File: config.mk
export PLATFORM = sky130hd
export DESIGN_NAME = alu_flag_status_flat
export DESIGN_NICKNAME = d
export VERILOG_FILES = /design/src/rtl/alu_flag_status_pkg.sv /design/src/rtl/alu_flag_status_if.sv /design/src/rtl/alu_flag_status_cond_eval.sv /design/src/rtl/alu_flag_status.sv /design/src/flat_wrapper.sv
export SDC_FILE = /design/constraint.sdc
export NUM_CORES = 1
export LEC_CHECK = 0
export CAP_MARGIN = 20
export CORE_MARGIN = 2
export CORE_UTILIZATION = 47
export DETAILED_ROUTE_END_ITERATION = 12
export PLACE_DENSITY = 0.84
export SLEW_MARGIN = 15
export SYNTH_ARGS = -nofsm -noshare
export SYNTH_HDL_FRONTEND = slang
export SYNTH_SLANG_ARGS = --single-unit
File: constraint.sdc
create_clock -name clk -period 2.71 [get_ports clk]
set_clock_uncertainty 0.2 [all_clocks]
set_input_delay 0.4065 -clock clk [delete_from_list [all_inputs] [get_ports clk]]
set_output_delay 0.4065 -clock clk [all_outputs]
set_load 0.02 [all_outputs]
File: src/rtl/alu_flag_status_pkg.sv
// Shared ALU definitions: op codes, condition codes, trap FSM states.
// No logic; no latency; no flow control.
// Imported by the flag-status consumer and its condition evaluator.
package alu_pkg;

    localparam logic [3:0] OP_ADD = 4'b1000;
    localparam logic [3:0] OP_SUB = 4'b1001;

    localparam logic [3:0] COND_EQ = 4'h0;
    localparam logic [3:0] COND_NE = 4'h1;
    localparam logic [3:0] COND_CS = 4'h2;
    localparam logic [3:0] COND_CC = 4'h3;
    localparam logic [3:0] COND_MI = 4'h4;
    localparam logic [3:0] COND_PL = 4'h5;
    localparam logic [3:0] COND_VS = 4'h6;
    localparam logic [3:0] COND_VC = 4'h7;
    localparam logic [3:0] COND_HI = 4'h8;
    localparam logic [3:0] COND_LS = 4'h9;
    localparam logic [3:0] COND_GE = 4'hA;
    localparam logic [3:0] COND_LT = 4'hB;
    localparam logic [3:0] COND_GT = 4'hC;
    localparam logic [3:0] COND_LE = 4'hD;
    localparam logic [3:0] COND_AL = 4'hE;
    localparam logic [3:0] COND_NV = 4'hF;

    typedef enum logic [1:0] {
        IDLE = 2'd0,
        REQ  = 2'd1,
        DONE = 2'd2
    } trap_state_e;

endpackage

File: src/rtl/alu_flag_status_if.sv
// ALU flag bundle plus trap request/ack lines between ALU, flag consumer and control unit.
// Wiring only; no latency.
// Trap request is held until acknowledged; flags have no backpressure.
interface alu_flag_status_if #(parameter int CNT_W = 8);

    logic             flags_valid;
    logic             flag_n;
    logic             flag_z;
    logic             flag_c;
    logic             flag_v;
    logic [3:0]       alu_op;
    logic [3:0]       cond;
    logic             sticky_clr;
    logic             trap_en;
    logic             trap_ack;

    logic [3:0]       nzcv_q;
    logic             cond_true;
    logic             sticky_v;
    logic [CNT_W-1:0] ovf_count;
    logic             trap_req;
    logic [3:0]       trap_op;
    logic             trap_missed;

    modport master (
        output flags_valid, flag_n, flag_z, flag_c, flag_v, alu_op, cond,
               sticky_clr, trap_en, trap_ack,
        input  nzcv_q, cond_true, sticky_v, ovf_count, trap_req, trap_op, trap_missed
    );

    modport slave (
        input  flags_valid, flag_n, flag_z, flag_c, flag_v, alu_op, cond,
               sticky_clr, trap_en, trap_ack,
        output nzcv_q, cond_true, sticky_v, ovf_count, trap_req, trap_op, trap_missed
    );

endinterface

File: src/rtl/alu_flag_status_cond_eval.sv
// Evaluates a 4-bit condition code against {N,Z,C,V}.
// Purely combinational, zero latency; no flow control.
module cond_eval
    import alu_pkg::*;
(
    input  logic [3:0] nzcv,
    input  logic [3:0] cond,
    output logic       cond_true
);

    logic n, z, c, v;
    assign {n, z, c, v} = nzcv;

    always_comb begin
        cond_true = 1'b0;
        case (cond)
            COND_EQ: cond_true = z;
            COND_NE: cond_true = !z;
            COND_CS: cond_true = c;
            COND_CC: cond_true = !c;
            COND_MI: cond_true = n;
            COND_PL: cond_true = !n;
            COND_VS: cond_true = v;
            COND_VC: cond_true = !v;
            COND_HI: cond_true = c & !z;
            COND_LS: cond_true = !c | z;
            COND_GE: cond_true = (n == v);
            COND_LT: cond_true = (n != v);
            COND_GT: cond_true = !z & (n == v);
            COND_LE: cond_true = z | (n != v);
            COND_AL: cond_true = 1'b1;
            default: cond_true = 1'b0;
        endcase
    end

endmodule

File: src/rtl/alu_flag_status.sv
// Registers ALU flags, tracks overflow (sticky bit, saturating count) and raises an overflow trap.
// Flags and trap request appear 1 cycle after the input edge; cond_true is combinational from flags.
// Trap request is held until trap_ack; further overflows while pending only set trap_missed.
module alu_flag_status
    import alu_pkg::*;
#(
    parameter int CNT_W = 8
) (
    input  logic              clk,
    input  logic              rst_n,
    alu_flag_status_if.slave  bus
);

    logic [3:0]       nzcv_q, nzcv_d;
    logic             sticky_v_q, sticky_v_d;
    logic [CNT_W-1:0] ovf_count_q, ovf_count_d;
    logic [3:0]       trap_op_q, trap_op_d;
    logic             trap_missed_q, trap_missed_d;
    trap_state_e      state_q, state_d;
    logic             ovf_ev;
    logic             trap_req;

    // Only ADD/SUB overflow counts as an event; other ops still update V in nzcv.
    assign ovf_ev = bus.flags_valid & bus.flag_v & (bus.alu_op[3:1] == OP_ADD[3:1]);

    always_comb begin
        nzcv_d        = nzcv_q;
        sticky_v_d    = sticky_v_q;
        ovf_count_d   = ovf_count_q;
        trap_op_d     = trap_op_q;
        trap_missed_d = trap_missed_q;

        if (bus.flags_valid)
            nzcv_d = {bus.flag_n, bus.flag_z, bus.flag_c, bus.flag_v};

        if (ovf_ev)
            sticky_v_d = 1'b1;
        else if (bus.sticky_clr)
            sticky_v_d = 1'b0;

        if (ovf_ev && (ovf_count_q != {CNT_W{1'b1}}))
            ovf_count_d = ovf_count_q + CNT_W'(1);

        if (ovf_ev && (state_q == REQ))
            trap_missed_d = 1'b1;
        else if (bus.sticky_clr)
            trap_missed_d = 1'b0;

        if (ovf_ev && bus.trap_en && (state_q != REQ))
            trap_op_d = bus.alu_op;
    end

    always_comb begin
        state_d = state_q;
        case (state_q)
            REQ:     state_d = bus.trap_ack ? DONE : REQ;
            default: state_d = (ovf_ev && bus.trap_en) ? REQ : IDLE;
        endcase
    end

    always_comb begin
        trap_req = (state_q == REQ);
    end

    always_ff @(posedge clk or negedge rst_n) begin
        if (!rst_n)
            state_q <= IDLE;
        else
            state_q <= state_d;
    end

    always_ff @(posedge clk or negedge rst_n) begin
        if (!rst_n) begin
            nzcv_q        <= 4'b0000;
            sticky_v_q    <= 1'b0;
            ovf_count_q   <= '0;
            trap_op_q     <= 4'b0000;
            trap_missed_q <= 1'b0;
        end else begin
            nzcv_q        <= nzcv_d;
            sticky_v_q    <= sticky_v_d;
            ovf_count_q   <= ovf_count_d;
            trap_op_q     <= trap_op_d;
            trap_missed_q <= trap_missed_d;
        end
    end

    cond_eval u_cond_eval (
        .nzcv      (nzcv_q),
        .cond      (bus.cond),
        .cond_true (bus.cond_true)
    );

    assign bus.nzcv_q      = nzcv_q;
    assign bus.sticky_v    = sticky_v_q;
    assign bus.ovf_count   = ovf_count_q;
    assign bus.trap_req    = trap_req;
    assign bus.trap_op     = trap_op_q;
    assign bus.trap_missed = trap_missed_q;

endmodule
File: src/flat_wrapper.sv
// flat-port wrapper written by rule: the top's interface ports become plain ports
module alu_flag_status_flat import alu_pkg::*;
#(
    parameter int CNT_W = 8
)
  (clk, rst_n, bus_flags_valid, bus_flag_n, bus_flag_z, bus_flag_c, bus_flag_v, bus_alu_op, bus_cond, bus_sticky_clr, bus_trap_en, bus_trap_ack, bus_nzcv_q, bus_cond_true, bus_sticky_v, bus_ovf_count, bus_trap_req, bus_trap_op, bus_trap_missed);
  alu_flag_status_if #(.CNT_W(CNT_W)) bus_i ();
  input  logic clk;
  input  logic rst_n;
  input wire logic [$bits(bus_i.flags_valid)-1:0] bus_flags_valid;
  input wire logic [$bits(bus_i.flag_n)-1:0] bus_flag_n;
  input wire logic [$bits(bus_i.flag_z)-1:0] bus_flag_z;
  input wire logic [$bits(bus_i.flag_c)-1:0] bus_flag_c;
  input wire logic [$bits(bus_i.flag_v)-1:0] bus_flag_v;
  input wire logic [$bits(bus_i.alu_op)-1:0] bus_alu_op;
  input wire logic [$bits(bus_i.cond)-1:0] bus_cond;
  input wire logic [$bits(bus_i.sticky_clr)-1:0] bus_sticky_clr;
  input wire logic [$bits(bus_i.trap_en)-1:0] bus_trap_en;
  input wire logic [$bits(bus_i.trap_ack)-1:0] bus_trap_ack;
  output wire logic [$bits(bus_i.nzcv_q)-1:0] bus_nzcv_q;
  output wire logic [$bits(bus_i.cond_true)-1:0] bus_cond_true;
  output wire logic [$bits(bus_i.sticky_v)-1:0] bus_sticky_v;
  output wire logic [$bits(bus_i.ovf_count)-1:0] bus_ovf_count;
  output wire logic [$bits(bus_i.trap_req)-1:0] bus_trap_req;
  output wire logic [$bits(bus_i.trap_op)-1:0] bus_trap_op;
  output wire logic [$bits(bus_i.trap_missed)-1:0] bus_trap_missed;
  assign bus_i.flags_valid = bus_flags_valid;
  assign bus_i.flag_n = bus_flag_n;
  assign bus_i.flag_z = bus_flag_z;
  assign bus_i.flag_c = bus_flag_c;
  assign bus_i.flag_v = bus_flag_v;
  assign bus_i.alu_op = bus_alu_op;
  assign bus_i.cond = bus_cond;
  assign bus_i.sticky_clr = bus_sticky_clr;
  assign bus_i.trap_en = bus_trap_en;
  assign bus_i.trap_ack = bus_trap_ack;
  assign bus_nzcv_q = bus_i.nzcv_q;
  assign bus_cond_true = bus_i.cond_true;
  assign bus_sticky_v = bus_i.sticky_v;
  assign bus_ovf_count = bus_i.ovf_count;
  assign bus_trap_req = bus_i.trap_req;
  assign bus_trap_op = bus_i.trap_op;
  assign bus_trap_missed = bus_i.trap_missed;
  alu_flag_status #(.CNT_W(CNT_W)) u_core (.clk(clk), .rst_n(rst_n), .bus(bus_i));
endmodule
==> impl_results.md, run 1 <==
* Residual DRC at 0
* Most frequent cells after synthesis: dfrtp_1, inv_1, mux2_2, xnor2_1
* R2R depth at 5
* Vias in the first global route at 911
* Setup TNS at 0 ps
* Pwr/cell area at 511 mW/mm^2
* Top-area cell type share of the netlist area at 47.8%
* Psw at 0.243 mW
* Yosys cell types at 34
* Kind of critical path: in2out
* Final core utilization at 72.4%
* Tot GR Track Use at 21.3%
* Number of synthesized flops with an enable pin at 0
* Setup crit start kind: input pin
* Sw Share at 30.5%
* Synth Cell Area at 0.00105 mm^2
* Die Span Y at 51.2 um
* Final setup viols at 0
* Max frequency at 0.385 GHz
* CTS sink cnt at 20
* Final Max Tran Viols at 0
* Max FO, Critical Path at 3
* Synth Instances at 89
* Most frequent cell after synthesis: dfrtp_1
* Footprint of the multi-input gates at 513 um^2
* Post-synthesis sequential area ratio at 47.8%
* Final setup margin at 111 ps
* Row count at 17
* Internal at 0.552 mW
* Yosys top cell by area: dfrtp_1
* Initial Utilization at 48.7%
* CTS clk-pin slew, worst paths at 110 ps
* Final ANT Viol Nets at 0
* Largest net degree at the start of global routing at 12
* GRT overflow at 0
* Register area at 500 um^2
* Post-synth ARST share at 100%
* Synth Warn # at 0
* CTS Buffer Depth at 2
* Setup bufs post-CTS at 0
* CTS root buf: clkbuf_4
* Synth Area per Inst at 11.8 um^2
* Drt pass-1 iters at 4
* Diode count at 0
* Worst Hold Class: in2async
* Clock Power Share at 21.3%
* Max-slew headroom at 68.6%
* Static Leak at 0.682 nW
* H-tree level count at 1
* GPL Wtd Cong at 0.851
* RR Startpoint: u_core.bus.ovf_count[0]
* Vias per cell at 5.40
* DP Area at 0.00152 mm^2
* Vias at 902
* Die ar. at 0.00262 mm^2
* Worst Path Required at 2100 ps
* Routed WL at 2.40 mm
* DR WL/cell at 14.4 um
* Number of buffers created by CTS at 3
* Layout net count at 159
* Setup crit start: bus_cond[3]
* # Max-Cap Violations at 0
* CTS tree: done
* Max IR drop VDD at 0.000438 V
* Port bufs at 37
* Latest clock arrival within the worst-skew pair at 290 ps
* Share of cells above drive strength 1 at 19.4%
* Global-route wire length before repair at 4.13 mm
* Place WS at -336 ps
* Worst-Margin Slew at 469 ps
* Seq pwr share at 46.6%
* DR iter-0 viols at 13
* Synth Flop Type: dfrtp_1
* Crit path capture type: output pin
* Ports at 38
* Layout filler cell count at 154
* Die width at 51.2 um
* Top post-synthesis cells by area: dfrtp_1, mux2_2, xnor2_1
* Yosys reg bits at 20
* Logic pwr share at 32.1%
* Final min period at 2600 ps
* Period utilization at 95.9%
* Area growth syn-to-layout at 48.5%
* Mapped Nets at 108
* Detail Placement HPWL at 1.89 mm
* Core Box Area at 0.00215 mm^2
* Initial antenna violation count at 0
* Outcome: completed
* Final Hold Vio Count at 0
* WP data arrival at 1990 ps
* RSZ-0062 raised after global routing: false
* Final instance area at 0.00156 mm^2
-- repair_timing --
item / 4_1_cts / 5_1_grt
hold endpoints to repair: 0 / 0
resized for setup: 4 / 1
endpoints found under the setup margin: 1 / 1
hold buffers: 0 / 0
-- routing by layer --
layer	vias to the layer above	GRT usage [%]	routed length [um]
met2	40	37.4	1230
li1	423	-	-
met3	5	3.80	133
met5	-	0	0
met4	0	5.41	21
met1	434	26.9	1010
-- critical path, stage by stage --
cell	delay, ps
clkdlybuf4s50_1	420
and2_1	200
o32a_1	330
a311oi_1	230
a211o_1	150
clkdlybuf4s15_2	260
-- power by group through the flow --
stage          combinational (mW)  sequential (mW)  clock (mW)
6_report                    0.255            0.371       0.170
2_1_floorplan              0.0804            0.413           0
3_5_place_dp                0.257            0.375           0
3_3_place_gp                0.252            0.374           0
4_1_cts                     0.257            0.370       0.176
5_1_grt                     0.274            0.376       0.194
-- flip-flops by register name (all words and copies together), names as in the netlist --
name,count
u_core.bus.sticky_v,1
u_core.bus.ovf_count,8
u_core.bus.nzcv_q,4
u_core.bus.trap_op,4
u_core.bus.trap_missed,1
u_core.state_q,2
-- area by class of cell --
cell class / instances / share of cell area (%)
clock buffers: 4 / 2.33
multi-input cells: 62 / 33.0
inverters: 6 / 1.45
repair buffers: 47 / 28.8
well taps: 28 / 2.25
flip-flops and latches: 20 / 32.2
-- layout by cell type, fill, tap and decap left out, types with 2 or more instances in the layout --
master            n
dfrtp_1          20
mux2_2            6
nand2b_1          3
nor3b_1           2
xnor2_1           6
xor2_1            2
a211oi_2          2
clkdlybuf4s50_1  34
and3_1            2
o21ai_0           3
a21oi_1           2
nor2_1            2
buf_4            10
nand3_1           4
and2_1            4
clkbuf_4          3
nand4_1           3
inv_1             6
nand2_1           4
-- cell families after synthesis --
family,synth area share [%]
compound gates,13.9
xor+xnor,6.69
fa+ha+maj,1.19
buf+inv,3.23
flops,47.8
mux,8.84
simple gates,18.4
-- path summary, 6_finish.rpt --
check / to / slack (ps)
min in group clk: u_core.bus.trap_op[3] / 280
worst min register to register: u_core.bus.trap_op[3] / 280
worst min-delay path: u_core.bus.ovf_count[1] / 220
worst max register to register: u_core.bus.ovf_count[5] / 800
max in group asynchronous: u_core.bus.ovf_count[6] / 1580
worst max-delay path: bus_cond_true / 110
-- metrics by stage --
| step | total power, mW | std cells | hold WS (ps) |
|---|---|---|---|
| 4_1_cts | 0.803 | 167 | 224 |
| 2_1_floorplan | 0.493 | 89 | -89.1 |
| 5_1_grt | 0.844 | 167 | 244 |
| 3_5_place_dp | 0.632 | 163 | 257 |
| 3_3_place_gp | 0.626 | 163 | 249 |
| 6_report | 0.795 | 167 | 221 |
(Power assumes the default switching activity.)
==> run 2, diff against run 1 <==
CORE_MARGIN = 5   (was 2)
==> impl_results.md, run 2 (synthesis results as in run 1) <==
* # Max-Cap Violations at 0
* Max-slew headroom at 78.9%
* Tot GR Track Use at 14.9%
* CTS clk-pin slew, worst paths at 110 ps
* Final setup margin at 171 ps
* Worst-Margin Slew at 315 ps
* Largest net degree at the start of global routing at 21
* Worst Hold Class: in2async
* Slowest stage delay, CP at 520 ps
* Latest clock arrival within the worst-skew pair at 310 ps
* Wire length on met2 at 1.12 mm
* Power Total at 0.862 mW
* H-tree level count at 1
* Row count at 17
* Initial antenna violation count at 0
* WP buf/inv at 4
* Initial Utilization at 48.3%
* Max frequency at 0.394 GHz
* Place WS at -372 ps
* Period utilization at 93.7%
* M1 WL at 981 um
* Max IR drop VDD at 0.000501 V
* Area growth syn-to-layout at 46.4%
* CTS sink cnt at 20
* Crit path cell chain: clkdlybuf4s50_1, inv_1, buf_4, a211oi_2, o221ai_1, a211o_1, clkbuf_2
* CTS tree: done
* Final Max Tran Viols at 0
* DR iter-0 viols at 14
* Top layer in use: met4
* Residual DRC at 0
* Worst Path Required at 2100 ps
* Die ar. at 0.00327 mm^2
* Static Leak at 0.660 nW
* Final instance area at 0.00153 mm^2
* Die width at 57.2 um
* Met3 wire len at 186 um
* Final min period at 2540 ps
* Crit path capture type: output pin
* Core Box Area at 0.00217 mm^2
* Layout net count at 155
* Hold bufs inserted after CTS at 0
* Outcome: completed
* Pwr/cell area at 563 mW/mm^2
* Final setup viols at 0
* GPL Wtd Cong at 0.926
* Share of cells above drive strength 1 at 17.0%
* Vias in the first global route at 853
* WP data arrival at 1930 ps
* Ports at 38
* CTS root buf: clkbuf_4
* Critical path's top delay family: buffers and inverters
* Number of flip-flops in the largest register at 8
* Die Span Y at 57.2 um
* Final Hold Vio Count at 0
* Kind of critical path: in2out
* Final core utilization at 70.6%
* Drt pass-1 iters at 4
* Commonest non-fill, non-tap cells in the layout: clkdlybuf4s50_1, dfrtp_1
* Final ANT Viol Nets at 0
* Vias per cell at 5.29
* Vias at 862
* Port bufs at 37
* Setup bufs post-CTS at 0
* Layout Cells excl Fill at 163
* Setup crit start kind: input pin
* CP max stage cell: clkdlybuf4s50_1
* Number of buffers created by CTS at 3
* Routed WL at 2.33 mm
* CTS Buffer Depth at 2
* Diode count at 0
* GRT overflow at 0
* DR WL/cell at 14.3 um
* Detail Placement HPWL at 1.84 mm
* RSZ-0062 raised after global routing: false
* Max FO, Critical Path at 4
* Global-route wire length before repair at 3.90 mm
* Commonest non-fill, non-tap cell in the layout: clkdlybuf4s50_1
* DP Area at 0.00149 mm^2
* Dpl cells at 159
==> run 2: final timing paths <==
path	from	endpoint	slack (ps)	cells past startpoint
hold reg to reg	u_core.bus.trap_op[3]	u_core.bus.trap_op[3]	280	1
min in group clk	u_core.bus.trap_op[3]	u_core.bus.trap_op[3]	280	1
setup reg to reg	u_core.bus.ovf_count[0]	u_core.bus.ovf_count[1]	830	4
max in group asynchronous	rst_n	u_core.bus.nzcv_q[2]	1890	2
setup / recovery	bus_cond[0]	bus_cond_true	170	7
hold / removal	rst_n	u_core.bus.ovf_count[3]	210	2
==> run 2: through the flow <==
step / hold WS (ps) / TNS, ps
final: 212 / 0
after global routing: 218 / 0
after detailed placement: 255 / -372
after global placement: 253 / -333
after floorplan: -89.1 / 0
after CTS: 212 / 0
==> run 2: what timing repair did <==
| item | CTS | global route |
|---|---|---|
| gates resized for setup | 2 | 2 |
| cloned | 0 | 0 |
| setup endpoints to repair | 1 | 1 |
==> run 2: layout make-up <==
class | instances | area, um^2
tap | 28 | 35.0
timing repair buffer | 43 | 409
fill | 173 | 637
multi-input combinational | 62 | 513
clock buffer | 3 | 22.5
inverter | 6 | 22.5
clock inverter | 1 | 30.0
sequential | 20 | 500
==> run 2: per-layer routing <==
metal	GRT usage [%]	vias to the layer above
li1	-	413
met1	17.7	411
met2	24.8	32
met3	4.07	6
met4	6.95	0
met5	0	-
==> run 2: power by group <==
part | leakage [nW] | internal, mW | switching, mW | total [mW]
clock network | 0.0279 | 0.150 | 0.0954 | 0.245
logic | 0.370 | 0.133 | 0.114 | 0.247
registers | 0.263 | 0.332 | 0.0389 | 0.371
total | 0.660 | 0.614 | 0.248 | 0.862
==> run 3, diff against run 2 <==
--- a/config.mk
+++ b/config.mk
@@ -12,2 +12,3 @@
 export PLACE_DENSITY = 0.84
+export RECOVER_POWER = 100
 export SLEW_MARGIN = 15
==> constraint.sdc (replaced) <==
create_clock -name clk -period 2.93 [get_ports clk]
set_clock_uncertainty 0.2 [all_clocks]
set_input_delay 0.586 -clock clk [delete_from_list [all_inputs] [get_ports clk]]
set_output_delay 0.586 -clock clk [all_outputs]
set_load 0.02 [all_outputs]
==> impl_results.md, run 3 (synthesis results as in run 1) <==
* Outcome: completed
* Setup crit start kind: input pin
* CTS clk-pin slew, worst paths at 110 ps
* Share of cells above drive strength 1 at 15.4%
* H-tree level count at 1
* RSZ-0062 raised after global routing: false
* Max IR drop VDD at 0.000460 V
* M1 WL at 1.06 mm
* Top layer in use: met4
* Worst Hold Class: reg2reg
* # Max-Cap Violations at 0
* WP buf/inv at 2
* Psw at 0.224 mW
* CTS tree: done
* Final Hold Vio Count at 0
* Initial Utilization at 48.3%
* Diode count at 0
* Final ANT Viol Nets at 0
* Clock Power Share at 22.1%
* Number of flip-flops in the largest register at 8
* Core Box Area at 0.00217 mm^2
* Seq pwr share at 47.9%
* Number of buffers created by CTS at 3
* CTS Buffer Depth at 2
* DR WL/cell at 15.5 um
* Area growth syn-to-layout at 41.7%
* GPL Wtd Cong at 0.891
* Port bufs at 37
* Slowest stage delay, CP at 430 ps
* Worst path depth at 6
* WP data arrival at 2080 ps
* Worst Path Required at 2140 ps
* Die ar. at 0.00327 mm^2
* Drt pass-1 iters at 4
* Global-route wire length before repair at 4.42 mm
* DR iter-0 viols at 18
* Kind of critical path: in2out
* Power Total at 0.717 mW
* Critical path's top delay family: compound AO/OA/AOI/OAI gates
* Ports at 38
* Crit path cell chain: clkdlybuf4s50_1, and2_1, o32a_1, a311oi_2, a211o_1, clkbuf_2
* CTS sink cnt at 20
* Routed WL at 2.54 mm
* Sw Share at 31.2%
* Dpl cells at 160
* Largest net degree at the start of global routing at 21
* Initial antenna violation count at 0
* Wire length on met2 at 1.24 mm
* Layout net count at 156
* Static Leak at 0.687 nW
* Worst-Margin Slew at 855 ps
* Residual DRC at 0
* Commonest non-fill, non-tap cell in the layout: dlygate4sd3_1
* Crit path capture type: output pin
* Row count at 17
* Final Max Tran Viols at 0
* Max-slew headroom at 42.8%
* Vias in the first global route at 998
* CTS root buf: clkbuf_4
* Hold Crit Depth at 1
* Pwr/cell area at 483 mW/mm^2
* Final min period at 2870 ps
* Setup TNS at 0 ps
* Commonest non-fill, non-tap cells in the layout: dlygate4sd3_1, dfrtp_1, clkdlybuf4s50_1, buf_4
* Tot GR Track Use at 16.5%
* Die width at 57.2 um
* Layout Cells excl Fill at 164
* Die Span Y at 57.2 um
* Latest clock arrival within the worst-skew pair at 300 ps
* Period utilization at 97.9%
* Internal at 0.493 mW
* Vias at 912
* Final setup viols at 0
* CP max stage cell: clkdlybuf4s50_1
* R2R depth at 5
* Logic pwr share at 29.9%
* Met3 wire len at 193 um
* Max FO, Critical Path at 3
* Hold bufs inserted after CTS at 0
* Vias per cell at 5.56
* Detail Placement HPWL at 2.01 mm
* GRT overflow at 0
* Max frequency at 0.348 GHz
-- run 3: changes by cell type in the layout (fill, tap and decap cells not counted), moves of 2 or more --
cell | before | now
dlygate4sd3_1 | 0 | 22
and2_0 | 0 | 2
and2_1 | 4 | 2
clkdlybuf4s50_1 | 35 | 12
-- run 3: timing repair --
action                                  in CTS  in global routing
endpoints found under the setup margin       1                  1
resized for setup                            6                  1
endpoints found under the hold margin        0                  0
buffers inserted                             0                  0
pin swaps                                    1                  0
-- run 3: path summary, 6_finish.rpt --
check                                           to               startpoint  slack [ps]
max                                  bus_cond_true              bus_cond[3]          60
min                          u_core.bus.trap_op[3]    u_core.bus.trap_op[3]         280
max reg2reg                u_core.bus.ovf_count[5]  u_core.bus.ovf_count[0]         680
min reg2reg                  u_core.bus.trap_op[3]    u_core.bus.trap_op[3]         280
max in group asynchronous  u_core.bus.ovf_count[0]                    rst_n        1380
min in group asynchronous     u_core.bus.nzcv_q[0]                    rst_n         630
-- run 3: stage by stage --
step | hold slack, ps | instance area (um^2) | setup WS [ps] | util (%)
global route | 315 | 1480 | 24.7 | 68.4
detailed placement | 251 | 1490 | -507 | 68.9
CTS | 289 | 1520 | 37.1 | 70.2
floorplan | 90.4 | 1050 | 447 | -
finish | 281 | 1480 | 60.5 | 68.4
global placement | 254 | 1490 | -455 | 68.9
-- run 3: worst reg2reg max path, stage by stage, from the launching register on --
cell       delay (ps)
dfrtp_1           440
ha_1              230
and3_1            210
a2111oi_0         690
nand4_1           210
xnor2_1           160
-- run 3: metal layers --
metal / global-route usage (%) / vias up
met5: 0 / -
met4: 5.96 / 0
met3: 5.20 / 7
met2: 26.4 / 31
met1: 21.1 / 455
li1: - / 419
-- run 3: final cells by class --
cell class                 instances  area (um^2)
fill                             177          686
sequential                        20          500
multi-input combinational         62          474
timing repair buffer              44          415
clock buffer                       4         36.3
tap                               28         35.0
inverter                           6         22.5
-- run 3: power by group through the flow --
stage          Clock, mW  Combinational (mW)  Sequential, mW
2_1_floorplan          0              0.0742           0.382
3_3_place_gp           0               0.228           0.346
3_5_place_dp           0               0.237           0.350
4_1_cts            0.161               0.235           0.345
5_1_grt            0.171               0.232           0.351
6_report           0.159               0.215           0.344
==> RTL edit 1 (config.mk and constraints of run 2) <==
`CNT_W` is set to 8 in 3 places; all go to 6.
--- a/src/rtl/alu_flag_status_if.sv
+++ b/src/rtl/alu_flag_status_if.sv
@@ -1,7 +1,7 @@
 // ALU flag bundle plus trap request/ack lines between ALU, flag consumer and control unit.
 // Wiring only; no latency.
 // Trap request is held until acknowledged; flags have no backpressure.
-interface alu_flag_status_if #(parameter int CNT_W = 8);
+interface alu_flag_status_if #(parameter int CNT_W = 6);
 
     logic             flags_valid;
     logic             flag_n;
--- a/src/rtl/alu_flag_status.sv
+++ b/src/rtl/alu_flag_status.sv
@@ -4,7 +4,7 @@
 module alu_flag_status
     import alu_pkg::*;
 #(
-    parameter int CNT_W = 8
+    parameter int CNT_W = 6
 ) (
     input  logic              clk,
     input  logic              rst_n,
--- a/src/flat_wrapper.sv
+++ b/src/flat_wrapper.sv
@@ -1,7 +1,7 @@
 // flat-port wrapper written by rule: the top's interface ports become plain ports
 module alu_flag_status_flat import alu_pkg::*;
 #(
-    parameter int CNT_W = 8
+    parameter int CNT_W = 6
 )
   (clk, rst_n, bus_flags_valid, bus_flag_n, bus_flag_z, bus_flag_c, bus_flag_v, bus_alu_op, bus_cond, bus_sticky_clr, bus_trap_en, bus_trap_ack, bus_nzcv_q, bus_cond_true, bus_sticky_v, bus_ovf_count, bus_trap_req, bus_trap_op, bus_trap_missed);
   alu_flag_status_if #(.CNT_W(CNT_W)) bus_i ();
Interface: changed (resized bus_ovf_count); port bits go from 38 to 36. No check against the original RTL was run, so the function may have changed too.
==> RTL edit 1 against run 2 <==
  * Combinational power decreased by 3%
  * Largest cell class is now registers
  * Via count shrank 11%
  * Area after synthesis fell by 12%
  * Cell area shrank 11%
  * Maximum frequency decreased by 0.32%
  * Wire length fell by 13%
  * Sequential cell count down 2
  * Setup slack worse by 0.0082 ns
  * Total power is 13% lower
==> RTL edit 1: results (changes against run 2) <==
first-pass GRT wire length=3.25 mm (was 3.90 mm); Clk pin slew, worst setup/hold paths=0.10 ns; r2r endpoint=u_core.bus.ovf_count[1] (unchanged); port bufs=35 (was 37); Worst-Skew Late Latency=0.29 ns (was 0.31 ns); ClkCell Share=2.67% (was 3.43%); Top delay family on crit path=compound AO/OA/AOI/OAI gates (was buffers and inverters); max FFs per register=6 (was 8); Root Driver=clkbuf_4 (unchanged); nets@finish=142 (was 155); pin count of the biggest net entering global routing=19 (was 21); register area share after synthesis=49.1% (was 47.8%); top cells by area, synth=dfrtp_1 49%, mux2_1 7.4%, xnor2_1 4.8%, a211o_1 2.9%, and2_1 2.7% (was dfrtp_1 48%, mux2_2 6.5%, xnor2_1 5.0%, a2111oi_4 2.6%, a211oi_2 2.4%); Post-Route M1 WL=904 µm (was 981 µm); met2 Track Usage GR=25.5% (was 24.8%); Iter 0 DRT Violations=5 (was 14); crit path max fanout=5 (was 4); Signal buffers=42 (was 43); GR met1 Demand/Resource=19.0% (was 17.7%); Non-Clock Buffer Area Fraction=29.5% (was 26.7%); Hold Crit Class=reg2reg (was in2async); Mapped Nets=98 (was 108); layout cells sized above 1=11.5% (was 17.0%); crit path to=bus_cond_true (unchanged); gp weighted congestion=0.722 (was 0.926); Slew @ Worst Pin=0.766 ns (was 0.315 ns); switching part of the total=31.2% (was 28.8%); Final HPWL DP=1.54 mm (was 1.84 mm); Crit path largest cell delay=0.41 ns (was 0.52 ns); cell at the slowest stage of the critical path=dfrtp_2 (was clkdlybuf4s50_1); Pwr Total=747 µW (was 862 µW); Max VDD drop=0.000404 V (was 0.000501 V); Final Routed Wirelength=2.03 mm (was 2.33 mm); Comb. pwr=239 µW (was 247 µW); Fill cells=136 (was 173); total track usage=15.6% (was 14.9%); vias per cell=5.15 (was 5.29); leak pwr=0.000595 µW (was 0.000660 µW); Synth top cells by count=18 x dfrtp_1, 6 x mux2_1, 5 x xnor2_1 (was 20 x dfrtp_1, 6 x inv_1, 6 x mux2_2, 6 x xnor2_1); WL met3=109 µm (was 186 µm); fraction of area in multi-input gates=31.2% (was 33.5%); reg2reg setup slack=0.73 ns (was 0.83 ns); status=finished clean (unchanged); routed wl met2=973 µm (was 1.12 mm); clock tree buffer count of the final layout=4 (was 3); nonclk inv count=3 (was 6); multi-input gates=55 (was 62); register area=453 µm² (was 500 µm²); Seq cells post-synth=18 (was 20); yosys warns=0 (unchanged); Fin. Hold Viols=0 (unchanged); hold endpoint=u_core.bus.trap_op[3]; crit path from=u_core.bus.nzcv_q[3] (was bus_cond[0]); sequential share of power=46.0% (was 43.0%); met3 Usage GRT=3.05% (was 4.07%); number of global-route vias before repair=787 (was 853)
==> RTL edit 1: repair_timing <==
action / in CTS / in global routing
buffers inserted: 0 / 3
endpoints found under the setup margin: 1 / 1
gates resized for setup: 3 / 5
hold endpoints to repair: 0 / 0
==> RTL edit 1: cell families (layout without fill, tap and decap cells) <==
logic type,Yosys count,count (layout),synth area share (%)
simple gates,25,25,17.9
mux,7,7,8.46
xor+xnor,7,7,6.68
buf+inv,6,49,4.50
compound gates,15,15,12.0
flops,18,18,49.1
fa+ha+maj,1,1,1.36
==> RTL edit 1: stage by stage <==
step           cell area (µm²)  setup TNS (ns)  setup WS (ns)  std cells  hold slack, ns
2_1_floorplan              917               0          0.520         79         -0.0891
3_3_place_gp              1300          -0.325         -0.325        142           0.256
3_5_place_dp              1300          -0.359         -0.359        142           0.260
4_1_cts                   1330               0         0.0289        146           0.288
5_1_grt                   1360               0         0.0864        149           0.301
6_report                  1360               0          0.163        149           0.286
==> RTL edit 2 (config.mk and constraints of run 2) <==
Without the edit above. The 3 states of `trap_state_e` get a one-hot encoding in 3 bits.
--- a/src/rtl/alu_flag_status_pkg.sv
+++ b/src/rtl/alu_flag_status_pkg.sv
@@ -23,10 +23,10 @@
     localparam logic [3:0] COND_AL = 4'hE;
     localparam logic [3:0] COND_NV = 4'hF;
 
-    typedef enum logic [1:0] {
-        IDLE = 2'd0,
-        REQ  = 2'd1,
-        DONE = 2'd2
+    typedef enum logic [2:0] {
+        IDLE = 3'b001,
+        REQ  = 3'b010,
+        DONE = 3'b100
     } trap_state_e;
 
 endpackage
Formal check against the unedited RTL: no difference found for any inputs over 10 cycles, from zero or initial values and one cycle with rst_n low; not proved beyond that.
==> RTL edit 2 against run 2 <==
  * Wire length is 8.6% higher
  * Utilization is 0.12 points lower
  * Setup slack worse by 0.075 ns
  * Die area is 0.10% lower
  * Cell area is 0.16% lower
  * Area after synthesis is 0.12% lower
  * Total power is 9.8% lower
  * Hold slack better by 0.010 ns
  * Global-route usage is 1.9 points higher
  * Count of clock-buffer cells in the layout stayed put
  * Sequential share of layout area is 1.8 points higher
  * Critical path depth is 1 lower
  * Sequential cell count is 1 higher
==> RTL edit 2: results (changes against run 2) <==
layout cells sized above 1=21.5% (was 17.0%); reg2reg setup slack=0.93 ns (was 0.83 ns); Wirelength per Cell=15.5 µm (was 14.3 µm); pin count of the biggest net entering global routing=22 (was 21); critical path arrival=2.01 ns (was 1.93 ns); Fill cells=178 (was 173); register area share after synthesis=50.4% (was 47.8%); gp weighted congestion=0.890 (was 0.926); status=finished clean (unchanged); vias per cell=5.25 (was 5.29); Crit path largest cell delay=0.51 ns; port bufs=37 (unchanged); crit path from=bus_cond[0] (unchanged); initial antenna violation count=0 (unchanged); via count=855 (was 862); Antenna Cells=0 (unchanged); first-pass GRT wire length=4.26 mm (was 3.90 mm); Post-CTS Resized=5 (was 2); Slew @ Worst Pin=0.303 ns (was 0.315 ns); Clk pin slew, worst setup/hold paths=0.12 ns; Max VDD drop=0.000645 V (was 0.000501 V); top cells by area, synth=dfrtp_1 48%, xor2_1 6.7%, mux2_2 5.4%, dfstp_2 2.5%, o211ai_4 2.0% (was dfrtp_1 48%, mux2_2 6.5%, xnor2_1 5.0%, a2111oi_4 2.6%, a211oi_2 2.4%); Mean Syn Cell Area=11.9 µm² (was 11.8 µm²); Mapped Nets=107 (was 108); H-tree levels=1 (unchanged); total track usage=16.7% (was 14.9%); number of global-route vias before repair=943 (was 853); worst setup margin=0.0958 ns (was 0.171 ns); Iter 0 DRT Violations=19 (was 14); Synth cell types=39 (was 34); leak pwr=0.000689 µW (was 0.000660 µW); Final HPWL DP=1.97 mm (was 1.84 mm); Post CTS Setup Buffer Count=0 (unchanged); Final ANT Viol Nets=0 (unchanged); Hold Crit Class=in2async (unchanged); max FFs per register=8 (unchanged); Synth top cells by count=20 x dfrtp_1, 8 x xor2_1, 5 x mux2_2 (was 20 x dfrtp_1, 6 x inv_1, 6 x mux2_2, 6 x xnor2_1); Place WS=-0.325 ns (was -0.372 ns); crit path max fanout=3 (was 4)
## RTL edit 2: power breakdown
part           internal (µW)  switching [µW]
registers                346            40.0
clock network           55.0            94.3
logic                    131             111
total                    533             245
## RTL edit 2: worst paths after layout
check,endpoint,cells past startpoint
setup / recovery,bus_cond_true,6
hold / removal,u_core.bus.ovf_count[6],2
setup reg to reg,u_core.bus.ovf_count[1],4
hold reg to reg,u_core.bus.ovf_count[7],1
max in group asynchronous,u_core.state_q[0],2
min in group clk,u_core.bus.ovf_count[7],1
## RTL edit 2: layout make-up
class | count | share of cell area [%]
clock buffer | 3 | 1.47
clock inverter | 1 | 0.327
inverter | 4 | 0.981
multi-input combinational | 62 | 33.0
sequential | 21 | 34.4
tap | 28 | 2.29
timing repair buffer | 44 | 27.5
## RTL edit 2: cell families (layout without fill, tap and decap cells)
group | after synthesis | count (layout) | synth area share, %
multiplexers | 8 | 8 | 8.37
AO/OA/AOI/OAI | 15 | 15 | 11.8
buffers and inverters | 5 | 52 | 1.91
flip-flops | 21 | 21 | 50.4
adder cells (fa/ha/maj) | 1 | 1 | 1.20
XOR/XNOR | 9 | 9 | 7.54
AND/OR/NAND/NOR | 29 | 29 | 18.8
## RTL edit 2: layer usage
layer  wire length, µm  part of all wire [%]  track usage (%)  up-vias
met5                 0                     0                0        -
met2              1270                    50             28.5       39
met1              1100                    44             20.9      402
met3               145                   5.7             3.85        4
met4                15                  0.59             5.30        0
li1                  -                     -                -      410
## RTL edit 2: through the flow
stage	power [µW]	setup TNS, ns	instance area [µm²]	utilization [%]	hold slack, ns
final	778	0	1530	70.5	0.222
after global routing	823	0	1530	70.5	0.238
after CTS	787	0	1530	70.5	0.229
after detailed placement	637	-0.325	1500	69.1	0.265
after global placement	627	-0.267	1500	69.1	0.263
after floorplan	500	0	1050	-	-0.0891
